<file path="src/rtl/hit_logger_pkg.sv">
// Shared constants and helpers for the hit logger and its upstream colour word detector.
package hit_logger_pkg;

  localparam int DEF_DEPTH = 4;
  localparam int DEF_TS_W  = 16;
  localparam int DEF_CNT_W = 8;

  localparam logic [7:0] CHAR_C = 8'h43;
  localparam logic [7:0] CHAR_O = 8'h4F;
  localparam logic [7:0] CHAR_L = 8'h4C;
  localparam logic [7:0] CHAR_U = 8'h55;
  localparam logic [7:0] CHAR_R = 8'h52;

  typedef enum logic [1:0] {
    FIFO_IDLE,
    FIFO_PUSH,
    FIFO_POP,
    FIFO_BOTH
  } fifo_op_e;

  function automatic fifo_op_e fifo_op(input logic push, input logic pop);
    case ({push, pop})
      2'b10:   return FIFO_PUSH;
      2'b01:   return FIFO_POP;
      2'b11:   return FIFO_BOTH;
      default: return FIFO_IDLE;
    endcase
  endfunction

endpackage

</file>
<file path="src/rtl/hit_logger_if.sv">
// Hit/read/clear request bundle and timestamp/status response of the hit logger.
interface hit_logger_if
  import hit_logger_pkg::*;
#(
  parameter int TS_W  = DEF_TS_W,
  parameter int CNT_W = DEF_CNT_W
) ();

  logic             HIT;
  logic             clr;
  logic             rd_en;
  logic [TS_W-1:0]  ts_data;
  logic             ts_valid;
  logic             full;
  logic             overflow;
  logic [CNT_W-1:0] hit_count;

  modport master (
    output HIT, clr, rd_en,
    input  ts_data, ts_valid, full, overflow, hit_count
  );

  modport slave (
    input  HIT, clr, rd_en,
    output ts_data, ts_valid, full, overflow, hit_count
  );

endinterface

</file>
<file path="src/rtl/hit_fifo.sv">
// Synchronous first-word-fall-through FIFO; the head entry is always visible on dout.
module hit_fifo
  import hit_logger_pkg::*;
#(
  parameter int DEPTH = DEF_DEPTH,
  parameter int W     = DEF_TS_W
) (
  input  logic                     clk,
  input  logic                     rst,
  input  logic                     clr,
  input  logic                     push,
  input  logic                     pop,
  input  logic [W-1:0]             din,
  output logic [W-1:0]             dout,
  output logic                     full,
  output logic                     empty,
  output logic [$clog2(DEPTH):0]   count
);

  localparam int AW = $clog2(DEPTH);
  localparam int CW = AW + 1;
  localparam logic [CW-1:0] FULL_COUNT = CW'(DEPTH);

  logic [W-1:0]  mem [DEPTH];
  logic [AW-1:0] wr_ptr;
  logic [AW-1:0] rd_ptr;
  logic          do_push;
  logic          do_pop;
  fifo_op_e      op;

  // A pop frees the slot at the same edge, so a full FIFO still accepts push+pop.
  assign do_pop  = pop && !empty;
  assign do_push = push && (!full || do_pop);
  assign op      = fifo_op(do_push, do_pop);

  assign full  = (count == FULL_COUNT);
  assign empty = (count == '0);
  assign dout  = mem[rd_ptr];

  always_ff @(posedge clk) begin
    if (rst) begin
      wr_ptr <= '0;
      rd_ptr <= '0;
      count  <= '0;
      for (int i = 0; i < DEPTH; i++) begin
        mem[i] <= '0;
      end
    end else if (clr) begin
      wr_ptr <= '0;
      rd_ptr <= '0;
      count  <= '0;
    end else begin
      if (do_push) begin
        mem[wr_ptr] <= din;
        wr_ptr      <= wr_ptr + 1'b1;
      end
      if (do_pop) begin
        rd_ptr <= rd_ptr + 1'b1;
      end
      unique case (op)
        FIFO_PUSH: count <= count + 1'b1;
        FIFO_POP:  count <= count - 1'b1;
        default:   count <= count;
      endcase
    end
  end

endmodule

</file>
<file path="src/rtl/hit_logger.sv">
// Timestamps each HIT pulse from a free-running timer into a small FIFO and keeps
// a saturating hit counter plus a sticky overflow flag for dropped timestamps.
module hit_logger
  import hit_logger_pkg::*;
#(
  parameter int DEPTH = DEF_DEPTH,
  parameter int TS_W  = DEF_TS_W,
  parameter int CNT_W = DEF_CNT_W
) (
  input logic         clk,
  input logic         rst,
  hit_logger_if.slave bus
);

  localparam int CW = $clog2(DEPTH) + 1;
  localparam logic [CW-1:0] DEPTH_COUNT = CW'(DEPTH);

  logic [TS_W-1:0]  timer;
  logic [TS_W-1:0]  head;
  logic [CNT_W-1:0] hit_count;
  logic [CW-1:0]    occupancy;
  logic             overflow;
  logic             fifo_full;
  logic             fifo_empty;
  logic             drop;

  hit_fifo #(
    .DEPTH(DEPTH),
    .W    (TS_W)
  ) u_fifo (
    .clk  (clk),
    .rst  (rst),
    .clr  (bus.clr),
    .push (bus.HIT),
    .pop  (bus.rd_en),
    .din  (timer),
    .dout (head),
    .full (fifo_full),
    .empty(fifo_empty),
    .count(occupancy)
  );

  // A hit is only lost when the FIFO is full and no pop makes room at the same edge.
  assign drop = bus.HIT && !bus.rd_en && (occupancy == DEPTH_COUNT);

  // The timer is deliberately immune to clr so timestamps stay monotonic across soft clears.
  always_ff @(posedge clk) begin
    if (rst) begin
      timer <= '0;
    end else begin
      timer <= timer + 1'b1;
    end
  end

  always_ff @(posedge clk) begin
    if (rst || bus.clr) begin
      hit_count <= '0;
      overflow  <= 1'b0;
    end else begin
      if (bus.HIT && (hit_count != '1)) begin
        hit_count <= hit_count + 1'b1;
      end
      if (drop) begin
        overflow <= 1'b1;
      end
    end
  end

  assign bus.ts_data   = head;
  assign bus.ts_valid  = !fifo_empty;
  assign bus.full      = fifo_full;
  assign bus.overflow  = overflow;
  assign bus.hit_count = hit_count;

endmodule
</file>
<file path="src/flat_wrapper.sv">
// flat-port wrapper written by rule: the top's interface ports become plain ports
module hit_logger_flat import hit_logger_pkg::*;
#(
  parameter int DEPTH = DEF_DEPTH,
  parameter int TS_W  = DEF_TS_W,
  parameter int CNT_W = DEF_CNT_W
)
  (clk, rst, bus_HIT, bus_clr, bus_rd_en, bus_ts_data, bus_ts_valid, bus_full, bus_overflow, bus_hit_count);
  hit_logger_if #(.TS_W(TS_W), .CNT_W(CNT_W)) bus_i ();
  input logic clk;
  input logic rst;
  input wire logic [$bits(bus_i.HIT)-1:0] bus_HIT;
  input wire logic [$bits(bus_i.clr)-1:0] bus_clr;
  input wire logic [$bits(bus_i.rd_en)-1:0] bus_rd_en;
  output wire logic [$bits(bus_i.ts_data)-1:0] bus_ts_data;
  output wire logic [$bits(bus_i.ts_valid)-1:0] bus_ts_valid;
  output wire logic [$bits(bus_i.full)-1:0] bus_full;
  output wire logic [$bits(bus_i.overflow)-1:0] bus_overflow;
  output wire logic [$bits(bus_i.hit_count)-1:0] bus_hit_count;
  assign bus_i.HIT = bus_HIT;
  assign bus_i.clr = bus_clr;
  assign bus_i.rd_en = bus_rd_en;
  assign bus_ts_data = bus_i.ts_data;
  assign bus_ts_valid = bus_i.ts_valid;
  assign bus_full = bus_i.full;
  assign bus_overflow = bus_i.overflow;
  assign bus_hit_count = bus_i.hit_count;
  hit_logger #(.DEPTH(DEPTH), .TS_W(TS_W), .CNT_W(CNT_W)) u_core (.clk(clk), .rst(rst), .bus(bus_i));
endmodule
</file>
<file path="config.mk">
export PLATFORM = sky130hd
export DESIGN_NAME = hit_logger_flat
export DESIGN_NICKNAME = d
export VERILOG_FILES = /design/src/rtl/hit_logger_pkg.sv /design/src/rtl/hit_logger_if.sv /design/src/rtl/hit_fifo.sv /design/src/rtl/hit_logger.sv /design/src/flat_wrapper.sv
export SDC_FILE = /design/constraint.sdc
export NUM_CORES = 1
export LEC_CHECK = 0
export BUFFER_PORTS_ARGS = -buffer_cell sky130_fd_sc_hd__buf_2
export CORE_MARGIN = 1.5
export CORE_UTILIZATION = 48
export DETAILED_ROUTE_END_ITERATION = 8
export HOLD_SLACK_MARGIN = 0.12
export PLACE_DENSITY = 0.66
export SLEW_MARGIN = 20
export SYNTH_ARGS = -nofsm -noshare
export SYNTH_HDL_FRONTEND = slang
export SYNTH_SLANG_ARGS = --single-unit
</file>
<file path="constraint.sdc">
create_clock -name clk -period 2.95 [get_ports clk]
set_clock_uncertainty 0.2 [all_clocks]
set_input_delay 0.1475 -clock clk [delete_from_list [all_inputs] [get_ports clk]]
set_output_delay 0.1475 -clock clk [all_outputs]
set_load 0.03 [all_outputs]
</file>
==> results.json <==
{
  "status": "finished with violations",
  "violations": "DRC",
  "min_path_type": "reg -> reg",
  "cp-start-kind": "input port",
  "h-tree-depth": 3,
  "grt_usage": 0.186,
  "area_growth_pct": 10.6,
  "cts_made_buffers": 9,
  "worst_ep_required_time_ns": 2.97,
  "synth.cell_area_um2": 4420,
  "min_to": "u_core.u_fifo.wr_ptr[0]",
  "insertion_delay_ns": 0.35,
  "clkSinkCount": 98,
  "vias": 2690,
  "reg2reg_depth": 7,
  "wire_per_inst_um": 16.6,
  "relSlewSlack": 0.444,
  "grt_pass1_wl_mm": 13.8,
  "root_buffer": "clkbuf_8",
  "die_y_um": 98.9,
  "p_leak_nw": 1.79,
  "finalHoldViolations": 0,
  "nets": 388,
  "worstReg2RegEnd": "u_core.u_fifo.count[2]",
  "design_area_um2": 4880,
  "rrSetupSlack_ns": 0.79,
  "async_flop_share": 0,
  "cts_tree": "done",
  "rsz0062_at_grt": "false",
  "ys_warn_count": 0,
  "port_buffers": 31,
  "antenna_found_initial": 0,
  "via_per_inst": 5.46,
  "yosys.cell_types.count": 48,
  "ys_seq_area_frac": 0.589,
  "slew_viol_final": 0,
  "min_path_cells": 2,
  "synth_area_per_cell_um2": 12.8,
  "synth_common_cells": "edfxtp_1 (64), and2_1 (47), nor2_1 (35), dfxtp_1 (34), mux4_2 (16)",
  "ys.flop_type": "edfxtp_1",
  "clk_pin_slew_ns": 0.09,
  "clock.fmax_mhz": 425,
  "syn-num-nets": 354,
  "cts_max_path_buffers": 2,
  "powerDensity_nw_per_um2": 520,
  "crit_path_end_kind": "register",
  "min_period_ns": 2.35,
  "post_cts.repair.setup_buffers": 0,
  "die_w_um": 98.9,
  "fin_util": 0.555,
  "grt_remaining_overflow": 0,
  "yosysTopAreaCell": "edfxtp_1",
  "gp_congestion": 0.738,
  "ys_ff_latch": 98,
  "hold_path_startpoint": "u_core.u_fifo.wr_ptr[0]",
  "detail-route-antenna-nets": 0,
  "die_area_um2": 9780,
  "synthCells": 346,
  "drt-total-wl_mm": 8.21,
  "layout-drive-gt1-share": 0.236,
  "drc": 1,
  "grt_max_degree": 22,
  "ir_drop_mv": 0.220,
  "n_fill_cell": 740,
  "core_um2": 8810,
  "r2r-start": "u_core.u_fifo.count[2]",
  "dr.pass1.iters": 6,
  "tns_ns": 0,
  "critical_path_class": "in -> reg",
  "diodes": 0,
  "worst_slew_pin_slew_ns": 0.833,
  "rows": 34,
  "ioPinCount": 32,
  "synth_most_common_cell": "edfxtp_1",
  "dpl_cell_area_um2": 4650,
  "period_share": 0.797,
  "drt_iter0_markers": 104,
  "synth_area_leaders": "edfxtp_1 (44%), dfxtp_1 (15%), mux4_2 (8.2%)",
  "yosysTopAreaCellShare": 0.435,
  "synth-edff-count": 64,
  "grt_pass1_vias": 2692,
  "drv_cap": 0,
  "start_util": 0.501,
  "critical_path_arrival_ns": 2.37,
  "final-setup-viol-count": 0,
  "critical_path.max_fanout": 21,
  "hpwl_mm": 5.44
}
[worst max-delay path, stage by stage]
cell and delay [ns]:
dlygate4sd3_1 0.53, buf_2 0.25, or2_1 0.47, nor3_2 0.72, and2_1 0.24
[cell usage in the layout, fill, tap and decap left out, drive strengths merged, types with 2 or more instances in the layout]
cell and count:
dlygate4sd3 4, nand4 5, o31ai 2, clkinv 2
dfxtp 34, nor4 6, o21ai 6, and2 57
o211ai 2, nor2b 2, inv 7, mux4 16
or4 3, a21oi 8, buf 40, nand3 11
or2 2, xnor2 8, edfxtp 64, ha 2
xor2 12, nand2 13, clkbuf 13, and4 4
or4b 2, nor2 35, nor3 10
[report_power, final]
part / switching [mW] / internal [mW] / total (mW) / leakage (nW)
logic: 0.121 / 0.0666 / 0.187 / 0.750
clock network: 0.445 / 0.383 / 0.828 / 0.0948
registers: 0.0246 / 1.50 / 1.53 / 0.941
total: 0.590 / 1.95 / 2.54 / 1.79
[kinds of logic (layout without fill, tap and decap cells)]
family | after synthesis | after routing | synth area share
buffers and inverters | 28 | 67 | 0.0354
multiplexers | 17 | 17 | 0.0839
flip-flops | 98 | 98 | 0.589
XOR/XNOR | 20 | 20 | 0.0397
AND/OR/NAND/NOR | 154 | 154 | 0.205
adder cells (fa/ha/maj) | 3 | 3 | 0.0102
AO/OA/AOI/OAI | 26 | 26 | 0.0368
[stage by stage]
| step | setup WS [ns] | instances | power (mW) | hold WS (ns) |
|---|---|---|---|---|
| 4_1_cts | 0.595 | 493 | 2.56 | 0.294 |
| 3_3_place_gp | 0.816 | 473 | 1.74 | 0.267 |
| 3_5_place_dp | 0.764 | 473 | 1.74 | 0.276 |
| 5_1_grt | 0.433 | 493 | 2.64 | 0.319 |
| 6_report | 0.599 | 493 | 2.54 | 0.295 |
| 2_1_floorplan | 0.328 | 346 | 1.69 | 0.130 |
[flip-flops by register name (all words and copies together), names as in the netlist, named ones only]
| signal | flops |
|---|---|
| u_core.u_fifo.count | 3 |
| u_core.bus.overflow | 1 |
| u_core.u_fifo.mem | 64 |
| u_core.u_fifo.wr_ptr | 2 |
| u_core.timer | 16 |
| u_core.u_fifo.rd_ptr | 2 |
| u_core.bus.hit_count | 8 |
[cell type report]
type | instances | area, um^2 | share of cell area
Clock inverter | 3 | 21.3 | 0.00435
Timing Repair Buffer | 44 | 263 | 0.0538
Multi-Input combinational cell | 220 | 1670 | 0.341
Sequential cell | 98 | 2600 | 0.533
Clock buffer | 13 | 170 | 0.0348
Inverter | 7 | 26.3 | 0.00538
Tap cell | 108 | 135 | 0.0277
[timing repair]
action	4_1_cts	5_1_grt
resized for setup	0	0
hold buffers	4	0
hold endpoints to repair	25	0
[how the worst max path moves through the flow]
stage,start,endpoint,slack [ns],cells past startpoint
final,rst,u_core.u_fifo.mem[0][1],0.60,5
after global placement,rst,u_core.u_fifo.mem[1][7],0.82,4
after detailed placement,rst,u_core.u_fifo.mem[0][1],0.76,4
after CTS,rst,u_core.u_fifo.mem[0][4],0.60,5
after global routing,rst,u_core.u_fifo.mem[0][1],0.43,5
after floorplan,u_core.u_fifo.count[2],u_core.u_fifo.mem[1][0],0.33,3
[per-layer routing]
layer	wire length (um)	GRT usage	up-vias
li1	-	-	1313
met1	3850	0.252	1312
met2	3970	0.299	57
met3	278	0.0383	8
met4	106	0.0703	0
met5	0	0	-
Note: power is estimated with default switching activity, not from simulation.
